## config.mk

```make
export PLATFORM = sky130hd
export DESIGN_NAME = dma_dev_port
export DESIGN_NICKNAME = d
export VERILOG_FILES = /design/src/rtl/dma_dev_port.sv
export SDC_FILE = /design/constraint.sdc
export NUM_CORES = 1
export LEC_CHECK = 0
export CAP_MARGIN = 40
export CORE_MARGIN = 3
export CORE_UTILIZATION = 58
export CTS_CLUSTER_DIAMETER = 50
export DETAILED_ROUTE_END_ITERATION = 6
export HOLD_SLACK_MARGIN = 0.02
export PLACE_DENSITY = 0.85
export RECOVER_POWER = 50
export SLEW_MARGIN = 20
export SYNTH_ARGS = -nofsm -noshare
export SYNTH_HDL_FRONTEND = slang
export SYNTH_SLANG_ARGS = --single-unit
```

## constraint.sdc

```tcl
create_clock -name clk -period 10.8 [get_ports clk]
set_clock_uncertainty 0.2 [all_clocks]
set_input_delay 2.16 -clock clk [delete_from_list [all_inputs] [get_ports clk]]
set_output_delay 2.16 -clock clk [all_outputs]
set_load 0.005 [all_outputs]
```

## src/rtl/dma_dev_port.sv

```systemverilog
// Device-side DMA port: takes core commands, requests the DMA controller and
// moves data through an 8-entry buffer. Define DMA_DEV_TIMEOUT_EN for the stream watchdog.
module dma_dev_port #(
  parameter int ADD_LEN    = 16,
  parameter int DATA_LEN   = 16,
  parameter int FIFO_DEPTH = 5,
  parameter int BUF_DEPTH  = 3
) (
  input  logic                  clk,
  input  logic                  reset,
  input  logic                  cmd_valid,
  output logic                  cmd_ready,
  input  logic                  cmd_rd_wr,
  input  logic [ADD_LEN-1:0]    cmd_addr,
  input  logic [FIFO_DEPTH-1:0] cmd_len,
  input  logic [DATA_LEN-1:0]   wr_data,
  input  logic                  wr_valid,
  output logic                  wr_ready,
  output logic [DATA_LEN-1:0]   rd_data,
  output logic                  rd_valid,
  input  logic                  rd_ready,
  output logic                  busy,
  output logic                  done,
  output logic                  err,
  output logic                  rqst,
  output logic                  rd_wr,
  output logic [ADD_LEN-1:0]    start_addr,
  output logic [FIFO_DEPTH-1:0] num_words,
  output logic                  dev_ack,
  output logic [DATA_LEN-1:0]   dev_in,
  input  logic                  dma_ack,
  input  logic [DATA_LEN-1:0]   dev_out,
  input  logic                  end_flag
);
  // state     | meaning
  // IDLE      | waiting for a command, cmd_ready high
  // REQ0/REQ1 | two-cycle request to the DMA controller
  // WR_STREAM | buffered core data handed to the controller
  // RD_STREAM | controller data buffered for the core
  // DRAIN     | read ended, emptying buffer to the core
  // DONE      | one-cycle completion pulse
  // TOUT      | watchdog expired, buffer flushed (optional)
  typedef enum logic [2:0] {
    IDLE, REQ0, REQ1, WR_STREAM, RD_STREAM, DRAIN, DONE
`ifdef DMA_DEV_TIMEOUT_EN
    , TOUT
`endif
  } state_t;

  localparam int ENTRIES = 1 << BUF_DEPTH;
  localparam logic [BUF_DEPTH:0] FULL_CNT = (BUF_DEPTH+1)'(ENTRIES);
  localparam logic [BUF_DEPTH:0] ACK_MAX  = (BUF_DEPTH+1)'(ENTRIES - 2);

  state_t                state;
  logic [ADD_LEN-1:0]    addr_q;
  logic [FIFO_DEPTH-1:0] len_q, push_cnt;
  logic                  rd_wr_q;
  logic [DATA_LEN-1:0]   mem [ENTRIES];
  logic [BUF_DEPTH-1:0]  wr_ptr, rd_ptr;
  logic [BUF_DEPTH:0]    count;
  logic                  full, empty, accept, flush;
  logic                  push_wr, push_rd, pop_wr, pop_rd, do_push, do_pop;
  logic [DATA_LEN-1:0]   head, push_data;
`ifdef DMA_DEV_TIMEOUT_EN
  logic [9:0]            wd;
`endif

  assign full  = (count == FULL_CNT);
  assign empty = (count == '0);
  assign head  = mem[rd_ptr];

  assign cmd_ready  = (state == IDLE);
  assign busy       = (state != IDLE);
  assign done       = (state == DONE);
  assign rqst       = (state == REQ0) || (state == REQ1);
  assign rd_wr      = busy && rd_wr_q;
  assign start_addr = busy ? addr_q : '0;
  assign num_words  = busy ? len_q : '0;

  assign wr_ready = !full && !rd_wr_q && (push_cnt < len_q) &&
                    ((state == REQ0) || (state == REQ1) || (state == WR_STREAM));
  assign dev_ack  = ((state == WR_STREAM) && !empty) ||
                    ((state == RD_STREAM) && (count <= ACK_MAX));
  assign dev_in   = (!empty && !rd_wr_q) ? head : '0;
  assign rd_valid = !empty && rd_wr_q && ((state == RD_STREAM) || (state == DRAIN));
  assign rd_data  = rd_valid ? head : '0;

  assign accept    = cmd_valid && (state == IDLE);
  assign push_wr   = wr_valid && wr_ready;
  assign push_rd   = dma_ack && dev_ack && (state == RD_STREAM);
  assign pop_wr    = dma_ack && dev_ack && (state == WR_STREAM);
  assign pop_rd    = rd_valid && rd_ready;
  assign push_data = push_rd ? dev_out : wr_data;
  assign do_push   = (push_wr || push_rd) && !full;
  assign do_pop    = (pop_wr || pop_rd) && !empty;
`ifdef DMA_DEV_TIMEOUT_EN
  assign flush = accept || (state == TOUT);
`else
  assign flush = accept;
`endif

  always_ff @(posedge clk) begin
    if (do_push) mem[wr_ptr] <= push_data;
  end

  // Pointers wrap naturally at BUF_DEPTH bits; stale data is discarded on each accept.
  always_ff @(posedge clk or negedge reset) begin
    if (!reset) begin
      wr_ptr <= '0;
      rd_ptr <= '0;
      count  <= '0;
    end else if (flush) begin
      wr_ptr <= '0;
      rd_ptr <= '0;
      count  <= '0;
    end else begin
      if (do_push) wr_ptr <= wr_ptr + 1'b1;
      if (do_pop)  rd_ptr <= rd_ptr + 1'b1;
      if (do_push && !do_pop)      count <= count + 1'b1;
      else if (do_pop && !do_push) count <= count - 1'b1;
    end
  end

  always_ff @(posedge clk or negedge reset) begin
    if (!reset) begin
      state    <= IDLE;
      addr_q   <= '0;
      len_q    <= '0;
      rd_wr_q  <= 1'b0;
      push_cnt <= '0;
      err      <= 1'b0;
`ifdef DMA_DEV_TIMEOUT_EN
      wd       <= '0;
`endif
    end else begin
      if (dma_ack && !dev_ack) err <= 1'b1;
      if (push_wr) push_cnt <= push_cnt + 1'b1;
      case (state)
        IDLE: if (cmd_valid) begin
          addr_q   <= cmd_addr;
          len_q    <= cmd_len;
          rd_wr_q  <= cmd_rd_wr;
          push_cnt <= '0;
          err      <= (cmd_len == '0) || dma_ack;
          state    <= (cmd_len == '0) ? DONE : REQ0;
        end
        REQ0: state <= REQ1;
        REQ1: begin
          state <= rd_wr_q ? RD_STREAM : WR_STREAM;
`ifdef DMA_DEV_TIMEOUT_EN
          wd    <= '0;
`endif
        end
        WR_STREAM, RD_STREAM: begin
          if (end_flag) state <= (state == WR_STREAM) ? DONE : DRAIN;
`ifdef DMA_DEV_TIMEOUT_EN
          else if (dma_ack) wd <= '0;
          else if (wd == '1) begin
            state <= TOUT;
            err   <= 1'b1;
          end else wd <= wd + 1'b1;
`endif
        end
        DRAIN: if (empty) state <= DONE;
        DONE:  state <= IDLE;
`ifdef DMA_DEV_TIMEOUT_EN
        TOUT:  state <= DONE;
`endif
        default: state <= IDLE;
      endcase
    end
  end
endmodule

```

==> results.md <==
* CORE AREA at 0.0123 mm^2
* Post-CTS Resized at 0
* Fillcell total at about 730
* All-Layer GR Usage at between 20% and 30%
* WS Path Type: in2reg
* IO Port Bufs at 122
* Final setup TNS at 0 ns
* Via count at around 5,000
* Fmax at 172 MHz
* CTS tree: built
* Initial core utilization at 60.8%
* WP data required at 10.84 ns
* R2R cell count at 12
* Critical path capture point type: register
* CTS Buf Count at 17
* Area of the mapped netlist at 0.00749 mm^2
* Detailed Place HPWL at 11,400 um
* Outcome: complete, but fails checks
* Hold Path Class: reg2reg
* Num ports at 123
* Arrival @ worst endpoint at 5.84 ns
* Final core utilization at just under 80%
* GRT overflow at 0
* Nets at 750
* #FFs+latches synth at 169
* Final hold viol count at 0
* Layout area overhead at 27.4%
* Vias in the first global route at 5,237
* Tot Pwr at 2.44 mW
* Ys flop type: edfxtp_1
* DRT iter0 DRCs at 482
* Crit path launch type: input port
* First-pass GRT wire length at 28,500 um
* Max-slew violations at 41
* Antenna cells at 0
* Period utilisation layout at around 54%
* WL per Instance at about 21 um
* Chip Width at 120 um
* Part of the Yosys area used for sequential elements at between 60 and 70%
* Sequential Area at 0.00487 mm^2
* Area of the multi-input gates at 0.00247 mm^2
* Crit-path max FO at 23
* Max clock buf depth at 2
* Rows at 40
* Routed Antenna Nets at 0
* Post-CTS Setup Bufs at 0
* Initial antenna violation count at 0
* VDD IR-drop max at 0.190 mV
* Hold Crit Depth at 2
* # DRC at 0
* RePlAce Congestion at 0.800
* Post-synth EDFFs at 128
* RSZ-0062 raised after global routing: no
* Drt pass-1 iters at 5
* Hold_buf cts at 0
* Skew-Pair Late Insertion Delay at 0.42 ns
* Crit path time final at 5.80 ns
* Clock sink count at 169
* Root Driver: clkbuf_16
* H-Tree Level Count at 4
* Unique cell type count in the Yosys netlist at 51
* DR vias/cell at 5.84
* YS warnings at 0
* PD cells at between 200 and 300 mW/mm^2
* Share of cells above drive strength 1 at 13.2%
* Worst relative slew slack at -18.2%
* Max_cap viols at 1
* Clock transition at path regs at 0.06 ns
* Detailed Route WL at between 15,000 and 20,000 um
* Leakage power at 3.50 nW
* Die Ht at 120 um
* Mapped Nets at 624
* R2r setup slk at approximately 6.3 ns
* Average size of a mapped cell at about 14 um^2
* Largest net degree at the start of global routing at between 40 and 50
* # setup viols final at 0
* Async SR Flop Fraction at 24.3%
* Worst-margin pin slew at approximately 1.8 ns
* Failing checks: max-capacitance violations, max-slew violations
* Cell count after synthesis at between 500 and 600
* Total Die Area at 0.0143 mm^2
-- final cells by class --
cell class	instances	share of cell area, %
Multi-Input combinational cell	343	25.9
Timing Repair Buffer	138	14.3
Tap cell	168	2.20
Clock buffer	18	4.50
Clock inverter	14	1.63
Sequential cell	169	51.1
Inverter	10	0.394
-- worst max-delay path, stage by stage --
cell and delay [ns]:
dlygate4sd3_1 0.60, and3_1 0.17, clkbuf_1 1.04, nor2_4 0.16, or2_2 0.39, ha_1 0.29, a21o_1 0.21, a21oi_1 0.23
nand2_1 0.11, nor3_2 0.17, o21ai_0 0.13, nor3b_2 0.17
-- routing by layer --
metal  GRT usage (%)  wire length [um]  vias up  share of wire (%)
li1                -                 -     2241                  -
met1            33.0              6840     2466                 37
met2            45.1              9580      258                 52
met3            5.89              1210       56                6.6
met4            13.2               625        0                3.4
met5               0                 0        -                  0
-- metrics by stage --
stage | cell area [um^2] | hold WS [ns] | worst slack [ns] | instances
after global routing | 9540 | 0.300 | 4.82 | 860
after global placement | 8890 | 0.251 | 5.54 | 824
after floorplan | 7490 | 0.238 | 5.98 | 553
final | 9540 | 0.266 | 5.00 | 860
after detailed placement | 8980 | 0.254 | 5.38 | 828
after CTS | 9560 | 0.269 | 5.47 | 860
-- worst paths after layout --
| check | start | endpoint |
|---|---|---|
| worst min register to register | addr_q[10] | addr_q[10] |
| worst min-delay path | addr_q[10] | addr_q[10] |
| worst max register to register | state[2] | count[3] |
| min in group asynchronous | reset | addr_q[1] |
| max in group asynchronous | reset | rd_ptr[0] |
| worst max-delay path | dma_ack | count[3] |
-- registers in the layout (all words and copies together), names as in the netlist --
| signal | cells |
|---|---|
| err | 1 |
| addr_q | 16 |
| push_cnt | 5 |
| rd_ptr | 3 |
| mem | 128 |
| state | 3 |
| rd_wr_q | 1 |
| len_q | 5 |
| wr_ptr | 3 |
| count | 4 |
-- logic make-up (layout without fill, tap and decap cells) --
kind of cell               after synthesis  after routing  share of synthesized area (%)
and+or+nand+nor                        237            237                           14.3
DFF                                    169            169                           65.1
muxes                                   52             52                           12.3
buffers and inverters                   41            180                           2.31
AOI/OAI and AO/OA                       34             34                           2.94
adders and majority gates               10             10                           1.77
xor gates and xnor gates                10             10                           1.35
-- cells in the final DEF (no fill, tap or decap), drive strengths merged, types with 2 or more instances in the layout --
master | netlist | final
nand3 | 8 | 8
inv | 10 | 11
buf | 12 | 13
o21ai | 14 | 14
and2 | 2 | 2
mux2i | 19 | 19
bufinv | 0 | 3
clkinv | 0 | 7
nand2b | 4 | 4
clkbuf | 19 | 22
xor2 | 5 | 5
mux4 | 32 | 32
dlygate4sd3 | 0 | 3
dfrtp | 41 | 41
nor3 | 9 | 9
nor4 | 2 | 2
or2 | 2 | 2
nand4b | 2 | 2
xnor2 | 4 | 4
nand4 | 3 | 3
nand2 | 117 | 117
clkdlybuf4s50 | 0 | 118
a31oi | 2 | 2
ha | 9 | 9
nor2 | 61 | 61
and3 | 2 | 2
o31ai | 4 | 4
clkinvlp | 0 | 3
nor2b | 19 | 19
nor3b | 2 | 2
edfxtp | 128 | 128
a21oi | 6 | 6
-- where the power goes --
group | switching, mW | internal (mW) | leakage [nW]
Sequential | 0.101 | 0.831 | 1.67
Combinational | 0.444 | 0.458 | 1.56
Clock | 0.241 | 0.360 | 0.276
Total | 0.787 | 1.65 | 3.50
-- synth_stat cells (all sizes together), types with 2 or more instances --
master / number / area share (%)
clkbuf: 19 / 0.95
nand2b: 4 / 0.33
o31ai: 4 / 0.40
mux4: 32 / 9.6
nor2b: 19 / 1.6
ha: 9 / 1.5
and2: 2 / 0.17
o21ai: 14 / 0.99
xor2: 5 / 0.58
buf: 12 / 0.85
dfrtp: 41 / 14
nand2: 117 / 5.9
a21oi: 6 / 0.45
mux2i: 19 / 2.5
nand4b: 2 / 0.23
nand3: 8 / 0.53
or2: 2 / 0.17
inv: 10 / 0.50
nor4: 2 / 0.17
edfxtp: 128 / 51
nor3: 9 / 0.74
nor3b: 2 / 0.33
and3: 2 / 0.17
a31oi: 2 / 0.25
nand4: 3 / 0.25
xnor2: 4 / 0.47
nor2: 61 / 3.2
Note: power is estimated with default switching activity, not from simulation.
